[src/rtl/usb_pkg.sv]
// USB transmit packetizer shared definitions.
// PID values, CRC16 constants and FSM state encoding.
package usb_pkg;

  localparam logic [7:0] PID_ACK   = 8'hD2;
  localparam logic [7:0] PID_NAK   = 8'h5A;
  localparam logic [7:0] PID_STALL = 8'h1E;
  localparam logic [7:0] PID_NYET  = 8'h96;
  localparam logic [7:0] PID_DATA0 = 8'hC3;
  localparam logic [7:0] PID_DATA1 = 8'h4B;
  localparam logic [7:0] PID_DATA2 = 8'h87;
  localparam logic [7:0] PID_MDATA = 8'h0F;

  localparam logic [15:0] CRC16_POLY = 16'hA001;
  localparam logic [15:0] CRC16_INIT = 16'hFFFF;

  localparam int STATE_W = 3;

  typedef enum logic [STATE_W-1:0] {
    ST_IDLE,
    ST_SEND_PID,
    ST_FETCH,
    ST_SEND_DATA,
    ST_CRC_LO,
    ST_CRC_HI,
    ST_FAIL
  } state_t;

  // Check field must be the complement of the type field and the
  // PID must be a handshake (x10) or data (x11) packet.
  function automatic logic pid_ok(input logic [7:0] pid);
    return (pid[7:4] == ~pid[3:0]) && pid[1];
  endfunction

  function automatic logic pid_is_hs(input logic [7:0] pid);
    return pid[1:0] == 2'b10;
  endfunction

endpackage

[src/rtl/usb_tx_packetizer_if.sv]
// Byte-wide PHY transmit port.
// master drives bytes toward the PHY, slave is the PHY side.
interface usb_tx_if;
  logic [7:0] tx_data;
  logic       tx_valid;
  logic       tx_last;
  logic       tx_ready;
  logic       tx_abort;

  modport master (
    output tx_data,
    output tx_valid,
    output tx_last,
    input  tx_ready,
    input  tx_abort
  );

  modport slave (
    input  tx_data,
    input  tx_valid,
    input  tx_last,
    output tx_ready,
    output tx_abort
  );
endinterface

[src/rtl/usb_crc16.sv]
// Byte-wide USB CRC16 update, reflected polynomial.
// Bits of the byte are folded in LSB first.
module usb_crc16
  import usb_pkg::*;
(
  input  logic [15:0] crc_in,
  input  logic [7:0]  data,
  output logic [15:0] crc_out
);

  // Eight unrolled serial steps of the reflected CRC.
  always_comb begin
    crc_out = crc_in;
    for (int i = 0; i < 8; i++) begin
      if (crc_out[0] ^ data[i])
        crc_out = (crc_out >> 1) ^ CRC16_POLY;
      else
        crc_out = crc_out >> 1;
    end
  end

endmodule

[src/rtl/usb_tx_packetizer.sv]
// Endpoint byte stream to USB packet on the PHY TX port.
// Checks the PID, appends CRC16 to data packets.
module usb_tx_packetizer
  import usb_pkg::*;
#(
  parameter int MAX_PAYLOAD = 64
) (
  input  logic       clk,
  input  logic       nrst,
  input  logic [7:0] data_i,
  input  logic       data_i_start_stop,
  output logic       data_i_strb,
  output logic       data_i_fail,
  usb_tx_if.master   tx,
  output logic       busy
);

  localparam int CNT_W = $clog2(MAX_PAYLOAD + 1);
  localparam logic [CNT_W-1:0] CNT_MAX = CNT_W'(MAX_PAYLOAD);
  localparam logic [CNT_W-1:0] CNT_ONE = CNT_W'(1);

  state_t state_q, state_d;
  logic [7:0] pid_q, pid_d;
  logic [7:0] byte_q, byte_d;
  logic [15:0] crc_q, crc_d, crc_nxt;
  logic [CNT_W-1:0] cnt_q, cnt_d;
  logic strb_q, strb_d;
  logic fail_q, fail_d;
  logic tx_valid_q, tx_valid_d;
  logic tx_last_q, tx_last_d;
  logic [7:0] tx_data_q, tx_data_d;
  logic busy_q, busy_d;
  logic ss;
  logic accept;

  assign ss = data_i_start_stop;
  assign accept = tx_valid_q & tx.tx_ready;

  usb_crc16 u_crc (
    .crc_in (crc_q),
    .data   (data_i),
    .crc_out(crc_nxt)
  );

  // Next state and datapath; PHY abort overrides everything.
  always_comb begin
    state_d = state_q;
    pid_d = pid_q;
    byte_d = byte_q;
    crc_d = crc_q;
    cnt_d = cnt_q;
    strb_d = 1'b0;
    if (tx.tx_abort && state_q != ST_IDLE) begin
      state_d = ST_FAIL;
    end else begin
      case (state_q)
        ST_IDLE: begin
          if (ss) begin
            pid_d = data_i;
            strb_d = 1'b1;
            crc_d = CRC16_INIT;
            cnt_d = '0;
            state_d = pid_ok(data_i) ? ST_SEND_PID : ST_FAIL;
          end
        end
        ST_SEND_PID: begin
          if (accept)
            state_d = pid_is_hs(pid_q) ? ST_IDLE : ST_FETCH;
        end
        ST_FETCH: begin
          if (!ss) begin
            state_d = ST_CRC_LO;
          end else if (cnt_q == CNT_MAX) begin
            state_d = ST_FAIL;
          end else begin
            byte_d = data_i;
            strb_d = 1'b1;
            crc_d = crc_nxt;
            cnt_d = cnt_q + CNT_ONE;
            state_d = ST_SEND_DATA;
          end
        end
        ST_SEND_DATA: if (accept) state_d = ST_FETCH;
        ST_CRC_LO:    if (accept) state_d = ST_CRC_HI;
        ST_CRC_HI:    if (accept) state_d = ST_IDLE;
        ST_FAIL:      if (!ss) state_d = ST_IDLE;
        default:      state_d = ST_IDLE;
      endcase
    end
  end

  // Outputs derived from the state being entered, so they register cleanly.
  always_comb begin
    tx_valid_d = 1'b1;
    tx_last_d = 1'b0;
    tx_data_d = '0;
    unique case (1'b1)
      state_d == ST_SEND_PID: begin
        tx_data_d = pid_d;
        tx_last_d = pid_is_hs(pid_d);
      end
      state_d == ST_SEND_DATA: tx_data_d = byte_d;
      state_d == ST_CRC_LO:    tx_data_d = ~crc_d[7:0];
      state_d == ST_CRC_HI: begin
        tx_data_d = ~crc_d[15:8];
        tx_last_d = 1'b1;
      end
      default: tx_valid_d = 1'b0;
    endcase
    fail_d = (state_d == ST_FAIL) && (state_q != ST_FAIL);
    busy_d = state_d != ST_IDLE;
  end

  // State, datapath and registered outputs.
  always_ff @(posedge clk or negedge nrst) begin
    if (!nrst) begin
      state_q <= ST_IDLE;
      pid_q <= '0;
      byte_q <= '0;
      crc_q <= CRC16_INIT;
      cnt_q <= '0;
      strb_q <= 1'b0;
      fail_q <= 1'b0;
      tx_valid_q <= 1'b0;
      tx_last_q <= 1'b0;
      tx_data_q <= '0;
      busy_q <= 1'b0;
    end else begin
      state_q <= state_d;
      pid_q <= pid_d;
      byte_q <= byte_d;
      crc_q <= crc_d;
      cnt_q <= cnt_d;
      strb_q <= strb_d;
      fail_q <= fail_d;
      tx_valid_q <= tx_valid_d;
      tx_last_q <= tx_last_d;
      tx_data_q <= tx_data_d;
      busy_q <= busy_d;
    end
  end

  assign data_i_strb = strb_q;
  assign data_i_fail = fail_q;
  assign tx.tx_valid = tx_valid_q;
  assign tx.tx_last = tx_last_q;
  assign tx.tx_data = tx_data_q;
  assign busy = busy_q;

endmodule

[src/flat_wrapper.sv]
// flat-port wrapper written by rule: the top's interface ports become plain ports
module usb_tx_packetizer_flat import usb_pkg::*;
#(
  parameter int MAX_PAYLOAD = 64
)
  (clk, nrst, data_i, data_i_start_stop, data_i_strb, data_i_fail, busy, tx_tx_data, tx_tx_valid, tx_tx_last, tx_tx_ready, tx_tx_abort);
  usb_tx_if tx_i ();
  input  logic clk;
  input  logic nrst;
  input  logic [7:0] data_i;
  input  logic data_i_start_stop;
  output logic data_i_strb;
  output logic data_i_fail;
  output logic busy;
  output wire logic [$bits(tx_i.tx_data)-1:0] tx_tx_data;
  output wire logic [$bits(tx_i.tx_valid)-1:0] tx_tx_valid;
  output wire logic [$bits(tx_i.tx_last)-1:0] tx_tx_last;
  input wire logic [$bits(tx_i.tx_ready)-1:0] tx_tx_ready;
  input wire logic [$bits(tx_i.tx_abort)-1:0] tx_tx_abort;
  assign tx_tx_data = tx_i.tx_data;
  assign tx_tx_valid = tx_i.tx_valid;
  assign tx_tx_last = tx_i.tx_last;
  assign tx_i.tx_ready = tx_tx_ready;
  assign tx_i.tx_abort = tx_tx_abort;
  usb_tx_packetizer #(.MAX_PAYLOAD(MAX_PAYLOAD)) u_core (.clk(clk), .nrst(nrst), .data_i(data_i), .data_i_start_stop(data_i_start_stop), .data_i_strb(data_i_strb), .data_i_fail(data_i_fail), .tx(tx_i), .busy(busy));
endmodule
[config.mk]
export PLATFORM = sky130hd
export DESIGN_NAME = usb_tx_packetizer_flat
export DESIGN_NICKNAME = d
export VERILOG_FILES = /design/src/rtl/usb_pkg.sv /design/src/rtl/usb_tx_packetizer_if.sv /design/src/rtl/usb_crc16.sv /design/src/rtl/usb_tx_packetizer.sv /design/src/flat_wrapper.sv
export SDC_FILE = /design/constraint.sdc
export NUM_CORES = 1
export LEC_CHECK = 0
export BUFFER_PORTS_ARGS = -buffer_cell sky130_fd_sc_hd__buf_4
export CAP_MARGIN = 20
export CORE_MARGIN = 2
export CORE_UTILIZATION = 63
export DETAILED_ROUTE_END_ITERATION = 10
export HOLD_SLACK_MARGIN = 0.06
export MAX_ROUTING_LAYER = met4
export PLACE_DENSITY = 0.92
export SLEW_MARGIN = 20
export SYNTH_ARGS = -nofsm -noshare
export SYNTH_HDL_FRONTEND = slang
export SYNTH_SLANG_ARGS = --single-unit
export TNS_END_PERCENT = 30
[constraint.sdc]
create_clock -name clk -period 4.8 [get_ports clk]
set_input_delay 0 -clock clk [delete_from_list [all_inputs] [get_ports clk]]
set_output_delay 0 -clock clk [all_outputs]
set_load 0.1 [all_outputs]
==> results.yml <==
clocking:
  cts_tree: "yes"
  path_clk_slew_ps: 90
  cts_setup_buffers: 0
  clock-sinks: 55
  clk_latency_ps: 310
  clk_path_buf_depth: 2
  cts_made_buffers: 5
  htree_levels: 2
  cts_root_buf: "clkbuf_8"
detailed_routing:
  vias: 2234
  antenna_left: 0
  drtIter0Drc: 300
  drc: 0
  wirelength_microns: 6520
  via_per_inst: 6.15
  wire_per_inst_microns: 18.0
  drtPass1Iterations: 4
synth:
  synth_fp_nets: 294
  async_reset_ff_frac: 1.00
  synth_top_area_frac: 0.346
  yosys_register_bits: 55
  syn_inst: 279
  ys_seq_area_frac: 0.495
  synth_edf_count: 0
  avgSynthCellArea_sq_um: 10.1
  yosys.cell_types.count: 52
  synth_top_cell_by_area: "dfrtp_1"
  synth_compound_area_frac: 0.148
  synth.most_common_cell: "nand2_1"
  synth-simple-area-share: 0.164
  synth_commonest_cells: "nand2_1 (53), dfrtp_1 (39), a21oi_1 (16), dfstp_2 (16), xnor2_1 (16)"
  synthAdderAreaFrac: 0.00887
  synth-xor-area-share: 0.0931
  ys.warnings.count: 0
  muxShareOfSynthArea: 0.0536
  synth_top_family_by_area: "simple AND/OR/NAND/NOR gates"
  synth_area_sq_um: 2820
  synth_ff_type: "dfrtp_1"
  synth_area_leaders: "dfrtp_1 (35%), dfstp_2 (15%), nand2_1 (7.0%)"
global_routing:
  grt_pass1_vias: 2130
  grt_use_total: 0.283
  antenna_found_initial: 0
  grt_max_degree: 56
  gr-total-overflow: 0
  grt_pass1_wl_microns: 10600
timing:
  worstMarginPinSlew_ps: 737
  post-route-period-util: 0.616
  rsz0062_at_grt: "no"
  timing.fmax_ghz: 0.338
  whs_ps: 132
  tns_ps: 0
  finalCriticalPeriod_ps: 2960
  final_max_slew_viol_count: 0
  layout_setup_ws_ps: 1840
  finalHoldViolations: 0
  final-setup-viol-count: 0
  fin_worst_skew_ps: 9.88
  slew_headroom: 0.506
pwr:
  p_clk_frac: 0.116
  power_switching_mw: 1.02
  combinationalPowerShare: 0.523
  total_power_mw: 2.19
  powerDensity_nw_per_um2: 679
  ir_drop_mv: 0.453
  leakage_nw: 1.56
  p_int_mw: 1.17
  seqPwrFrac: 0.362
  p_sw_frac: 0.465
place:
  pre_cts_ws_ps: 1800
  place_inst: 346
  place_hpwl_microns: 4330
  portBuffers: 25
  gp_congestion: 0.901
  postPlaceCellArea_sq_um: 3030
die:
  die_h_microns: 70.9
  die-area_sq_um: 5030
  die_w_microns: 70.9
  core_area_sq_um: 4320
  num_rows: 24
  ios: 26
  initial_utilization: 0.653
final_layout:
  layout-drive-gt1-share: 0.196
  postLayoutCellArea_sq_um: 3220
  antenna-diode-count: 0
  area_delta_synth_final_pct: 14.1
  final_cells: 363
  fin_util: 0.745
  fin_nets: 326
run_status:
  status: "finished, final reports clean"
setup_path:
  worstSetupStartpointType: "flip-flop"
  cp.required_ps: 4990
  critical_path_class: "flip-flop to flip-flop"
  cp_max_fo: 19
  arrival_ps: 3150
  end_kind: "flip-flop"
worst_hold_path:
  hold_class: "input pin to flip-flop"
job:
  cap_violations: 0
[cells in the final DEF (no fill, tap or decap), types with 3 or more instances in the layout]
cell,synthesis,final
o21ai_0,14,14
nand2_1,53,53
mux2i_1,14,14
xnor2_1,16,16
nor2_1,11,11
o221ai_1,3,3
dfrtp_1,39,39
inv_1,12,12
nand4_1,5,5
buf_4,0,27
a22o_1,8,8
clkbuf_8,0,6
nand3_1,5,5
dlygate4sd3_1,0,10
dfstp_2,16,16
o22a_1,3,3
a21oi_1,16,16
xor2_1,14,14
[state kept, by name, summed over array words and instances (netlist names), 3 cells and up]
| register | flops |
|---|---|
| u_core.state_q | 3 |
| u_core.tx.tx_data | 8 |
| u_core.cnt_q | 7 |
| u_core.crc_q | 16 |
| u_core.byte_q | 8 |
| u_core.pid_q | 8 |
[kinds of logic after synthesis]
| group | count (synthesis) |
|---|---|
| muxes | 15 |
| DFF | 55 |
| adders and majority gates | 2 |
| and+or+nand+nor | 93 |
| buffers and inverters | 24 |
| xor gates and xnor gates | 30 |
| AOI/OAI and AO/OA | 60 |
[power groups by stage]
stage	Clock [mW]	Sequential, mW	Combinational [mW]
after floorplan	0	1.03	0.626
after global placement	0	0.783	1.08
after detailed placement	0	0.793	1.11
after CTS	0.258	0.784	1.13
after global routing	0.276	0.808	1.22
final	0.253	0.791	1.14
[routing by layer]
metal / vias to the layer above / track usage / part of all wire
met5: - / - / 0
met4: 0 / 0.101 / 0.019
met3: 14 / 0.0456 / 0.069
met2: 105 / 0.440 / 0.48
met1: 1085 / 0.381 / 0.43
li1: 1030 / - / -
[final timing paths]
| path | startpoint | end | slack (ps) | cells after the start |
|---|---|---|---|---|
| setup reg to reg | u_core.state_q[1] | u_core.tx.tx_data[2] | 1840 | 7 |
| setup / recovery | u_core.state_q[1] | u_core.tx.tx_data[2] | 1840 | 7 |
| hold / removal | data_i_start_stop | u_core.data_i_strb | 130 | 3 |
| max in group asynchronous | nrst | u_core.byte_q[7] | 4090 | 2 |
| hold reg to reg | u_core.byte_q[4] | u_core.byte_q[4] | 480 | 2 |
| min in group asynchronous | nrst | u_core.tx.tx_last | 260 | 2 |
[critical path: stages (launching register included)]
cell and delay, ps:
dfrtp_1 530, or4b_1 890, a41oi_1 440, a21oi_1 170, nand2b_1 190, inv_1 140, a22o_1 230, a22o_1 260
[area by class of cell]
cell class              count  area [sq um]
clock buffers               6          82.6
clock inverters             1          5.00
fillers                   307          1100
inverters                  12          45.0
multi-input cells         200          1320
flip-flops and latches     55          1400
well taps                  52          65.1
repair buffers             37           303
[timing repair]
item                                   CTS  global route
hold buffers                            10             0
gates resized for setup                  0             0
endpoints found under the hold margin   56             0
Power figures use the tool's default switching activity.
